<file path="config.mk">
export PLATFORM = sky130hd
export DESIGN_NAME = learning_sequencer
export DESIGN_NICKNAME = d
export VERILOG_FILES = /design/src/rtl/learning_sequencer.sv
export SDC_FILE = /design/constraint.sdc
export NUM_CORES = 1
export LEC_CHECK = 0
export ABC_CLOCK_PERIOD_IN_PS = 3050
export CORE_MARGIN = 8
export CORE_UTILIZATION = 58
export CTS_BUF_LIST = sky130_fd_sc_hd__clkbuf_4 sky130_fd_sc_hd__clkbuf_8
export DETAILED_ROUTE_END_ITERATION = 8
export GPL_TIMING_DRIVEN = 0
export PLACE_DENSITY = 0.81
export SLEW_MARGIN = 5
export SYNTH_ARGS = -nofsm -noshare
export SYNTH_HDL_FRONTEND = slang
export SYNTH_SLANG_ARGS = --single-unit
</file>
<file path="constraint.sdc">
create_clock -name clk -period 3.05 [get_ports clk]
set_input_delay 0.4575 -clock clk [delete_from_list [all_inputs] [get_ports clk]]
set_output_delay 0.4575 -clock clk [all_outputs]
set_load 0.05 [all_outputs]
</file>
<file path="src/rtl/learning_sequencer.sv">
// Learning-mode sequencer: walks a stored song, plays each prompt note, waits for the answer, scores it.
// Latency: one cycle per FETCH/JUDGE/NEXT, prompt length from memory; outputs depend on registered state only.
module learning_sequencer #(
    parameter int              NOTE_W    = 4,
    parameter int              DUR_W     = 26,
    parameter int              ADDR_W    = 5,
    parameter int              SCORE_W   = 7,
    parameter int              MAX_TRIES = 3,
    parameter logic [DUR_W-1:0] TIMEOUT  = DUR_W'(50_000_000)
) (
    input  logic               clk,
    input  logic               rst,
    input  logic               start,
    input  logic               exam_mode,
    input  logic [NOTE_W-1:0]  note_value,
    input  logic [DUR_W-1:0]   duration_value,
    input  logic               isvalid,
    input  logic [NOTE_W-1:0]  user_input,
    input  logic               comfirm_button,
    output logic [ADDR_W-1:0]  mem_addr,
    output logic               key_on,
    output logic [NOTE_W-1:0]  key,
    output logic               hint_on,
    output logic [SCORE_W-1:0] score,
    output logic [SCORE_W-1:0] mistakes,
    output logic               done,
    output logic [2:0]         state
);

    localparam logic [2:0] S_IDLE   = 3'd0;
    localparam logic [2:0] S_FETCH  = 3'd1;
    localparam logic [2:0] S_PROMPT = 3'd2;
    localparam logic [2:0] S_WAIT   = 3'd3;
    localparam logic [2:0] S_JUDGE  = 3'd4;
    localparam logic [2:0] S_NEXT   = 3'd5;
    localparam logic [2:0] S_DONE   = 3'd6;

    localparam int                 SUM_W     = SCORE_W + 4;
    localparam logic [2:0]         TRIES_MAX = 3'(MAX_TRIES);
    localparam logic [DUR_W-1:0]   TO_LAST   = TIMEOUT - DUR_W'(1);
    localparam logic [SCORE_W-1:0] SCORE_SAT = {SCORE_W{1'b1}};

    logic [2:0]         state_q, state_d;
    logic [ADDR_W-1:0]  addr_q, addr_d;
    logic [NOTE_W-1:0]  note_q, note_d;
    logic [NOTE_W-1:0]  ans_q, ans_d;
    logic [DUR_W-1:0]   dur_q, dur_d;
    logic [DUR_W-1:0]   cnt_q, cnt_d;
    logic               timed_out_q, timed_out_d;
    logic [2:0]         tries_q, tries_d;
    logic [SCORE_W-1:0] score_q, score_d;
    logic [SCORE_W-1:0] mist_q, mist_d;
    logic               exam_q, exam_d;
    logic               hint_q, hint_d;

    logic [DUR_W-1:0]   dur_fetch;
    logic [2:0]         score_inc;
    logic [2:0]         tries_nxt;
    logic [SUM_W-1:0]   score_sum;
    logic               correct;

    always_comb begin
        // a zero-length note would never leave PROMPT, so it plays for one cycle
        dur_fetch = (duration_value == '0) ? DUR_W'(1) : duration_value;
        score_inc = exam_q ? TRIES_MAX : (TRIES_MAX - tries_q);
        tries_nxt = tries_q + 3'd1;
        score_sum = SUM_W'(score_q) + SUM_W'(score_inc);
        correct   = (ans_q == note_q) && !timed_out_q;
    end

    always_comb begin
        state_d     = state_q;
        addr_d      = addr_q;
        note_d      = note_q;
        ans_d       = ans_q;
        dur_d       = dur_q;
        cnt_d       = cnt_q;
        timed_out_d = timed_out_q;
        tries_d     = tries_q;
        score_d     = score_q;
        mist_d      = mist_q;
        exam_d      = exam_q;
        hint_d      = hint_q;

        case (state_q)
            S_IDLE, S_DONE: begin
                if (start) begin
                    score_d     = '0;
                    mist_d      = '0;
                    tries_d     = '0;
                    addr_d      = '0;
                    hint_d      = 1'b0;
                    timed_out_d = 1'b0;
                    exam_d      = exam_mode;
                    state_d     = S_FETCH;
                end
            end
            S_FETCH: begin
                note_d = note_value;
                dur_d  = dur_fetch;
                if (!isvalid) begin
                    state_d = S_DONE;
                end else if (exam_q) begin
                    cnt_d   = '0;
                    state_d = S_WAIT;
                end else begin
                    cnt_d   = dur_fetch;
                    state_d = S_PROMPT;
                end
            end
            S_PROMPT: begin
                if (cnt_q <= DUR_W'(1)) begin
                    cnt_d   = '0;
                    state_d = S_WAIT;
                end else begin
                    cnt_d = cnt_q - DUR_W'(1);
                end
            end
            S_WAIT: begin
                // a confirm on the last allowed cycle is still taken as an answer
                if (comfirm_button) begin
                    ans_d       = user_input;
                    timed_out_d = 1'b0;
                    state_d     = S_JUDGE;
                end else if (cnt_q == TO_LAST) begin
                    timed_out_d = 1'b1;
                    state_d     = S_JUDGE;
                end else begin
                    cnt_d = cnt_q + DUR_W'(1);
                end
            end
            S_JUDGE: begin
                if (correct) begin
                    score_d = (score_sum > SUM_W'(SCORE_SAT)) ? SCORE_SAT
                                                              : score_sum[SCORE_W-1:0];
                    state_d = S_NEXT;
                end else begin
                    if (mist_q != SCORE_SAT) begin
                        mist_d = mist_q + SCORE_W'(1);
                    end
                    tries_d = tries_nxt;
                    if (!exam_q && (tries_nxt < TRIES_MAX)) begin
                        hint_d  = 1'b1;
                        cnt_d   = dur_q;
                        state_d = S_PROMPT;
                    end else begin
                        state_d = S_NEXT;
                    end
                end
            end
            S_NEXT: begin
                tries_d = '0;
                hint_d  = 1'b0;
                if (&addr_q) begin
                    state_d = S_DONE;
                end else begin
                    addr_d  = addr_q + ADDR_W'(1);
                    state_d = S_FETCH;
                end
            end
            default: state_d = S_IDLE;
        endcase
    end

    always_ff @(posedge clk) begin
        if (rst) begin
            state_q     <= S_IDLE;
            addr_q      <= '0;
            note_q      <= '0;
            ans_q       <= '0;
            dur_q       <= '0;
            cnt_q       <= '0;
            timed_out_q <= 1'b0;
            tries_q     <= '0;
            score_q     <= '0;
            mist_q      <= '0;
            exam_q      <= 1'b0;
            hint_q      <= 1'b0;
        end else begin
            state_q     <= state_d;
            addr_q      <= addr_d;
            note_q      <= note_d;
            ans_q       <= ans_d;
            dur_q       <= dur_d;
            cnt_q       <= cnt_d;
            timed_out_q <= timed_out_d;
            tries_q     <= tries_d;
            score_q     <= score_d;
            mist_q      <= mist_d;
            exam_q      <= exam_d;
            hint_q      <= hint_d;
        end
    end

    assign state    = state_q;
    assign mem_addr = addr_q;
    assign key_on   = (state_q == S_PROMPT);
    assign key      = (state_q == S_PROMPT) ? note_q : '0;
    assign hint_on  = hint_q;
    assign score    = score_q;
    assign mistakes = mist_q;
    assign done     = (state_q == S_DONE);

endmodule

</file>
==> results.sh, run 1 <==
export IMPL_status="finished clean"
export IMPL_slowest_delay_ps=690
export IMPL_yosys_cell_types_count=67
export IMPL_crit_chain="ha_1 -> and3_1 -> nand4_1 -> or4_1 -> nand2_1 -> buf_2 -> o32ai_1"
export IMPL_avgRoutedWirePerCell_um=22.4
export IMPL_clock_latency_ps=390
export IMPL_yosysMostFrequentCell="nand2_1"
export IMPL_powerDensity_mw_per_mm2=1050
export IMPL_netlist_top_cells_area="dfxtp_1, a21oi_1, nand2_1"
export IMPL_clock_fmax_mhz=334
export IMPL_seq_area_frac_synth_pct=30.3
export IMPL_crit_path_end_kind="flop"
export IMPL_crit_path_start_kind="flop"
export IMPL_cpLargestDelayFamily="simple AND/OR/NAND/NOR gates"
export IMPL_cpMaxStageDelayCell="or4_1"
export IMPL_yosysTopAreaCell="dfxtp_1"
export IMPL_rsz0062_at_grt="no"
export IMPL_grt_pass1_vias=6521
export IMPL_cts_tree="done"
export IMPL_r2r_start="cnt_q[0]$_SDFFE_PP0P_"
export IMPL_num_rows=36
export IMPL_grt_usage_pct=33.4
export IMPL_hp_start="dur_q[6]$_SDFFE_PP0P_"
export IMPL_async_flop_share_pct=0
export IMPL_clk_root_buffer_cell="clkbuf_8"
export IMPL_die_w_um=116
export IMPL_synth_main_ff_cell="dfxtp_1"
export IMPL_maxCapViolations=0
export IMPL_grt_pass1_wl_mm=35.1
export IMPL_clock_sinks=88
export IMPL_fin_worst_skew_ps=17.8
export IMPL_critPathBufInv=1
export IMPL_hold_viol=0
export IMPL_antennaDiodeCount=0
export IMPL_synth_edff_count=0
export IMPL_core_area_mm2=0.00977
export IMPL_p_clk_share_pct=13.3
export IMPL_irDropWorstVdd_mv=0.461
export IMPL_postCtsSetupBuffers=0
export IMPL_dp_worst_setup_slack_ps=-448
export IMPL_syn2layout_area_growth_pct=18.5
export IMPL_yosys_register_bits=88
export IMPL_utilization_pct=70.6
export IMPL_period_share_pct=98.2
export IMPL_cts_buffers=9
export IMPL_cp_max_fo=10
export IMPL_synth_cells=786
export IMPL_synth_top_cells_by_count="nand2_1, dfxtp_1, a21oi_1, nor2_1, clkbuf_1"
export IMPL_startpoint="cnt_q[0]$_SDFFE_PP0P_"
export IMPL_antenna_left=0
export IMPL_gr_total_overflow=0
export IMPL_dieHeight_um=116
export IMPL_syn_area_mm2=0.00582
export IMPL_tightest_slew_ps=916
export IMPL_fill_cells=772
export IMPL_relSlewSlack_pct=38.4
export IMPL_grt_max_degree=17
export IMPL_syn_num_nets=837
export IMPL_p_comb_share_pct=63.9
export IMPL_antenna_found_initial=0
export IMPL_finalNetCount=914
export IMPL_die_area_mm2=0.0135
export IMPL_drt_total_wl_mm=22.4
export IMPL_drt_iter0_markers=1050
export IMPL_dpl_hpwl_mm=16.7
export IMPL_setup_viol=0
export IMPL_p_leak_nw=2.46
export IMPL_required_ps=3280
export IMPL_seq_power_share_pct=22.8
export IMPL_hold_path_class="flop to flop"
export IMPL_power_share_switching_pct=54.0
export IMPL_io_pins=69
export IMPL_power_switching_w=0.00390
export IMPL_yosys_warnings=0
export IMPL_path_clk_slew_ps=90
export IMPL_drc=0
export IMPL_layout_setup_ws_ps=55.7
export IMPL_dr_pass1_iters=7
export IMPL_cts_htree_levels=3
export IMPL_gp_congestion=1.04
export IMPL_setup_worst_path_class="flop to flop"
export IMPL_yosysTopAreaCellShare_pct=30.3
export IMPL_clock_path_buffers=2
export IMPL_synth_area_per_cell_um2=7.41
export IMPL_layout_drive_gt1_share_pct=6.22
export IMPL_io_buffers=67
export IMPL_vias=6952
export IMPL_slew_violations=0
export IMPL_start_util_pct=59.6
export IMPL_via_per_inst=6.95
export IMPL_fin_crit_ps=2990
export IMPL_crit_arrival_ps=3220
export IMPL_p_int_w=0.00332
## through the flow
stage / cell area, um^2 / cells / power [W] / hold slack, ps / setup TNS (ps)
floorplan: 5820 / 786 / 0.00473 / 436 / 0
global placement: 6660 / 986 / 0.00595 / 441 / -1790
detailed placement: 6660 / 986 / 0.00603 / 450 / -2610
CTS: 6880 / 1001 / 0.00697 / 462 / 0
global route: 6900 / 1001 / 0.00760 / 495 / 0
finish: 6900 / 1001 / 0.00722 / 462 / 0
## cells in the final DEF (no fill, tap or decap), types with 17 or more instances in the layout
cell type | netlist | final
o21ai_0 | 31 | 31
dfxtp_1 | 88 | 87
nor4_1 | 19 | 19
clkdlybuf4s50_1 | 0 | 62
nand3_1 | 33 | 33
clkbuf_1 | 46 | 43
xor2_1 | 17 | 17
nor3_1 | 43 | 42
o31ai_1 | 18 | 18
nor2_1 | 49 | 49
a21oi_1 | 85 | 84
nand2_1 | 105 | 105
a22oi_1 | 26 | 26
## kinds of logic (layout without fill, tap and decap cells)
family | Yosys count | after routing | share of synthesized area, %
xor gates and xnor gates | 31 | 31 | 4.66
and+or+nand+nor | 330 | 330 | 29.2
AOI/OAI and AO/OA | 239 | 239 | 26.8
buffers and inverters | 84 | 166 | 6.10
muxes | 3 | 3 | 0.516
DFF | 88 | 88 | 30.3
adders and majority gates | 11 | 11 | 2.49
## power by group through the flow
stage / logic [W] / clock network, W / registers (W)
2_1_floorplan: 0.00301 / 0 / 0.00172
3_3_place_gp: 0.00432 / 0 / 0.00163
3_5_place_dp: 0.00438 / 0 / 0.00165
4_1_cts: 0.00440 / 0.000946 / 0.00163
5_1_grt: 0.00493 / 0.000995 / 0.00168
6_report: 0.00462 / 0.000958 / 0.00165
## per-layer routing
metal	global-route usage [%]	vias up	share of wire [%]
met5	0	-	0
met4	13.1	0	3.2
met3	10.0	76	13
met2	52.7	509	45
met1	41.8	3282	39
li1	-	3085	-
## worst min-delay path: stages (launching register included)
cell and delay, ps:
dfxtp_1 320, nand2_1 50, a21oi_1 50
## final timing paths
path,to,slack (ps),cells after the start
worst max-delay path,cnt_q[8]$_SDFFE_PP0P_,60,7
worst min-delay path,dur_q[6]$_SDFFE_PP0P_,460,2
worst max register to register,cnt_q[8]$_SDFFE_PP0P_,60,7
worst min register to register,dur_q[6]$_SDFFE_PP0P_,460,2
## final cells by class
type	count	area (um^2)	area share (%)
multi-input combinational	614	3720	54.0
inverter	17	65.1	0.943
clock inverter	7	98.8	1.43
sequential	88	1760	25.6
buffer	66	293	4.24
timing repair buffer	67	664	9.63
clock buffer	9	124	1.80
tap	133	166	2.41
## what timing repair did
item | in CTS | in global routing
setup endpoints to repair | 26 | 24
gates resized for setup | 9 | 5
hold buffers | 0 | 0
## registers in the layout, summed over array words and instances (netlist names), 3 cells and up
signal	flops
ans_q	4
cnt_q	26
dur_q	26
mem_addr	5
mistakes	7
note_q	4
score	7
state	3
tries_q	3
No activity file was read; power rests on OpenSTA's default activity.
==> run 2: changes to the inputs <==
--- a/config.mk
+++ b/config.mk
@@ -5,13 +5,14 @@
 export SDC_FILE = /design/constraint.sdc
 export NUM_CORES = 1
 export LEC_CHECK = 0
+export ABC_AREA = 1
 export ABC_CLOCK_PERIOD_IN_PS = 3050
 export CORE_MARGIN = 8
-export CORE_UTILIZATION = 58
+export CORE_UTILIZATION = 59
 export CTS_BUF_LIST = sky130_fd_sc_hd__clkbuf_4 sky130_fd_sc_hd__clkbuf_8
 export DETAILED_ROUTE_END_ITERATION = 8
 export GPL_TIMING_DRIVEN = 0
-export PLACE_DENSITY = 0.81
+export PLACE_DENSITY = 0.82
 export SLEW_MARGIN = 5
 export SYNTH_ARGS = -nofsm -noshare
 export SYNTH_HDL_FRONTEND = slang
==> results.sh, run 2 <==
export IMPL_clock_sinks=88
export IMPL_final_cell_mix="nand2_1, nor2_1, inv_1"
export IMPL_grt_pass1_vias=6517
export IMPL_syn_area_mm2=0.00618
export IMPL_clk_root_buffer_cell="clkbuf_8"
export IMPL_dpl_cell_count=1248
export IMPL_fin_tns_setup_ps=0
export IMPL_yosys_warnings=0
export IMPL_r2r_cells=12
export IMPL_powerDensity_mw_per_mm2=888
export IMPL_p_int_w=0.00297
export IMPL_finalNetCount=1174
export IMPL_antenna_found_initial=0
export IMPL_postCtsSetupBuffers=0
export IMPL_synth_top_cells_by_count="nand2_1, nor2_1, inv_1, dfxtp_1, o21ai_0"
export IMPL_path_clk_slew_ps=100
export IMPL_rsz0062_at_grt="no"
export IMPL_setup_worst_path_class="flop to output pin"
export IMPL_multi_input_area_mm2=0.00378
export IMPL_antennaDiodeCount=0
export IMPL_hp_start="dur_q[24]$_SDFFE_PP0P_"
export IMPL_rr_endpoint="cnt_q[15]$_SDFFE_PP0P_"
export IMPL_dr_pass1_iters=5
export IMPL_gr_total_overflow=0
export IMPL_seq_area_mm2=0.00176
export IMPL_cts_buffers=9
export IMPL_grt_util_met1_pct=39.2
export IMPL_grt_pass1_wl_mm=32.9
export IMPL_grt_use_met2_pct=41.6
export IMPL_drc=0
export IMPL_maxCapViolations=0
export IMPL_power_switching_w=0.00343
export IMPL_num_rows=37
export IMPL_crit_path_start_kind="flop"
export IMPL_die_w_um=118
export IMPL_slew_violations=0
export IMPL_dp_worst_setup_slack_ps=593
export IMPL_seq_area_frac_synth_pct=28.5
export IMPL_layout_setup_ws_ps=157
export IMPL_via_per_inst=5.62
export IMPL_drt_iter0_markers=828
export IMPL_drt_total_wl_mm=20.2
export IMPL_grt_usage_pct=28.6
export IMPL_synth_edff_count=0
export IMPL_yosysMostFrequentCell="nand2_1"
export IMPL_layout_drive_gt1_share_pct=6.21
export IMPL_clock_latency_ps=370
export IMPL_antenna_left=0
export IMPL_syn_num_nets=1096
export IMPL_gp_congestion=0.981
export IMPL_setup_viol=0
export IMPL_fill_cells=985
export IMPL_cts_tree="done"
export IMPL_crit_path_end_kind="output pin"
export IMPL_required_ps=2590
export IMPL_irDropWorstVdd_mv=0.528
export IMPL_p_clk_share_pct=12.4
export IMPL_seq_power_share_pct=27.3
export IMPL_dpl_hpwl_mm=15.6
export IMPL_relSlewSlack_pct=60.0
export IMPL_power_share_switching_pct=53.6
export IMPL_p_leak_nw=3.10
export IMPL_grt_max_degree=15
export IMPL_io_pins=69
export IMPL_reg_largest_list="cnt_q (26), dur_q (26)"
export IMPL_synth_cells=1045
export IMPL_cts_htree_levels=3
export IMPL_r2r_start="cnt_q[0]$_SDFFE_PP0P_"
export IMPL_fin_worst_skew_ps=15.8
export IMPL_p_comb_share_pct=60.4
export IMPL_yosys_cell_types_count=39
export IMPL_use_met3_pct=7.28
export IMPL_regToRegSetupSlack_ps=700
export IMPL_clock_fmax_mhz=346
export IMPL_avgRoutedWirePerCell_um=16.0
export IMPL_tightest_slew_ps=599
export IMPL_ctsResizeCount=0
export IMPL_whs_endpoint="dur_q[24]$_SDFFE_PP0P_"
export IMPL_yosysTopAreaCellShare_pct=28.5
export IMPL_status="finished clean"
export IMPL_fin_crit_ps=2890
export IMPL_clock_path_buffers=2
export IMPL_syn2layout_area_growth_pct=16.5
export IMPL_synth_main_ff_cell="dfxtp_1"
export IMPL_hold_buffers=0
export IMPL_hold_path_class="flop to flop"
export IMPL_vias=7092
export IMPL_async_flop_share_pct=0
export IMPL_die_area_mm2=0.0140
export IMPL_yosysTopAreaCell="dfxtp_1"
export IMPL_yosys_register_bits=88
export IMPL_period_share_pct=94.8
export IMPL_start_util_pct=60.5
export IMPL_crit_arrival_ps=2440
export IMPL_top_usage_layer="met2"
export IMPL_dieHeight_um=118
export IMPL_io_buffers=67
export IMPL_final_common_cell="nand2_1"
export IMPL_netlist_top_cells_area="dfxtp_1, nand2_1, nor2_1"
export IMPL_whs_path_depth=2
export IMPL_core_area_mm2=0.0102
export IMPL_finalNonFillerCells=1263
export IMPL_synth_area_per_cell_um2=5.92
export IMPL_cp_max_fo=5
export IMPL_hold_viol=0
-- run 2: cell types whose count changed after synthesis, moves of 26 or more --
cell,before,now
nand2_1,105,255
nor2_1,49,188
inv_1,16,109
nor3_1,43,17
clkbuf_1,46,17
o21ai_0,31,80
nand3_1,33,75
-- run 2: how the worst max path moves through the flow --
| stage | start | to | slack (ps) |
|---|---|---|---|
| finish | state[1]$_SDFFE_PP0P_ | key[0] | 160 |
| global route | state[1]$_SDFFE_PP0P_ | key[1] | 50 |
| CTS | state[1]$_SDFFE_PP0P_ | key[0] | 170 |
| detailed placement | state[1]$_SDFFE_PP0P_ | key[2] | 590 |
| global placement | state[1]$_SDFFE_PP0P_ | key[1] | 590 |
| floorplan | state[1]$_SDFFE_PP0P_ | key[0] | 270 |
-- run 2: critical path, cell delays in order, from the launching register on --
cell	delay (ps)
dfxtp_1	490
nand2_2	160
nor2_2	270
inv_1	200
nor2_1	130
clkdlybuf4s50_1	810
-- run 2: power by group through the flow --
stage	registers [W]	logic (W)	clock network, W
2_1_floorplan	0.00179	0.00258	0
3_3_place_gp	0.00174	0.00369	0
3_5_place_dp	0.00175	0.00373	0
4_1_cts	0.00173	0.00376	0.000786
5_1_grt	0.00177	0.00425	0.000839
6_report	0.00174	0.00386	0.000791
-- run 2: through the flow --
stage	power, W	util [%]	instance area, um^2	hold slack, ps
after global routing	0.00686	70.4	7210	474
after floorplan	0.00438	-	6180	425
after global placement	0.00543	68.7	7030	435
after CTS	0.00627	70.4	7210	454
final	0.00640	70.4	7210	459
after detailed placement	0.00549	68.7	7030	441
-- run 2: metal layers --
metal	up-vias	wire, um
li1	3510	-
met1	3164	9040
met2	373	8360
met3	45	2100
met4	0	665
met5	-	0
-- run 2: cell families after synthesis --
group,after synthesis,share of synthesized area (%)
flip-flops,88,28.5
adder cells (fa/ha/maj),11,2.35
buffers and inverters,158,10.5
XOR/XNOR,22,3.12
AO/OA/AOI/OAI,187,15.7
AND/OR/NAND/NOR,579,39.9
-- run 2: cell type report --
cell class	count	area share [%]
Buffer	38	2.73
Clock buffer	11	2.10
Clock inverter	4	0.399
Inverter	120	6.25
Multi-Input combinational cell	799	52.4
Sequential cell	88	24.4
Tap cell	136	2.36
Timing Repair Buffer	67	9.31
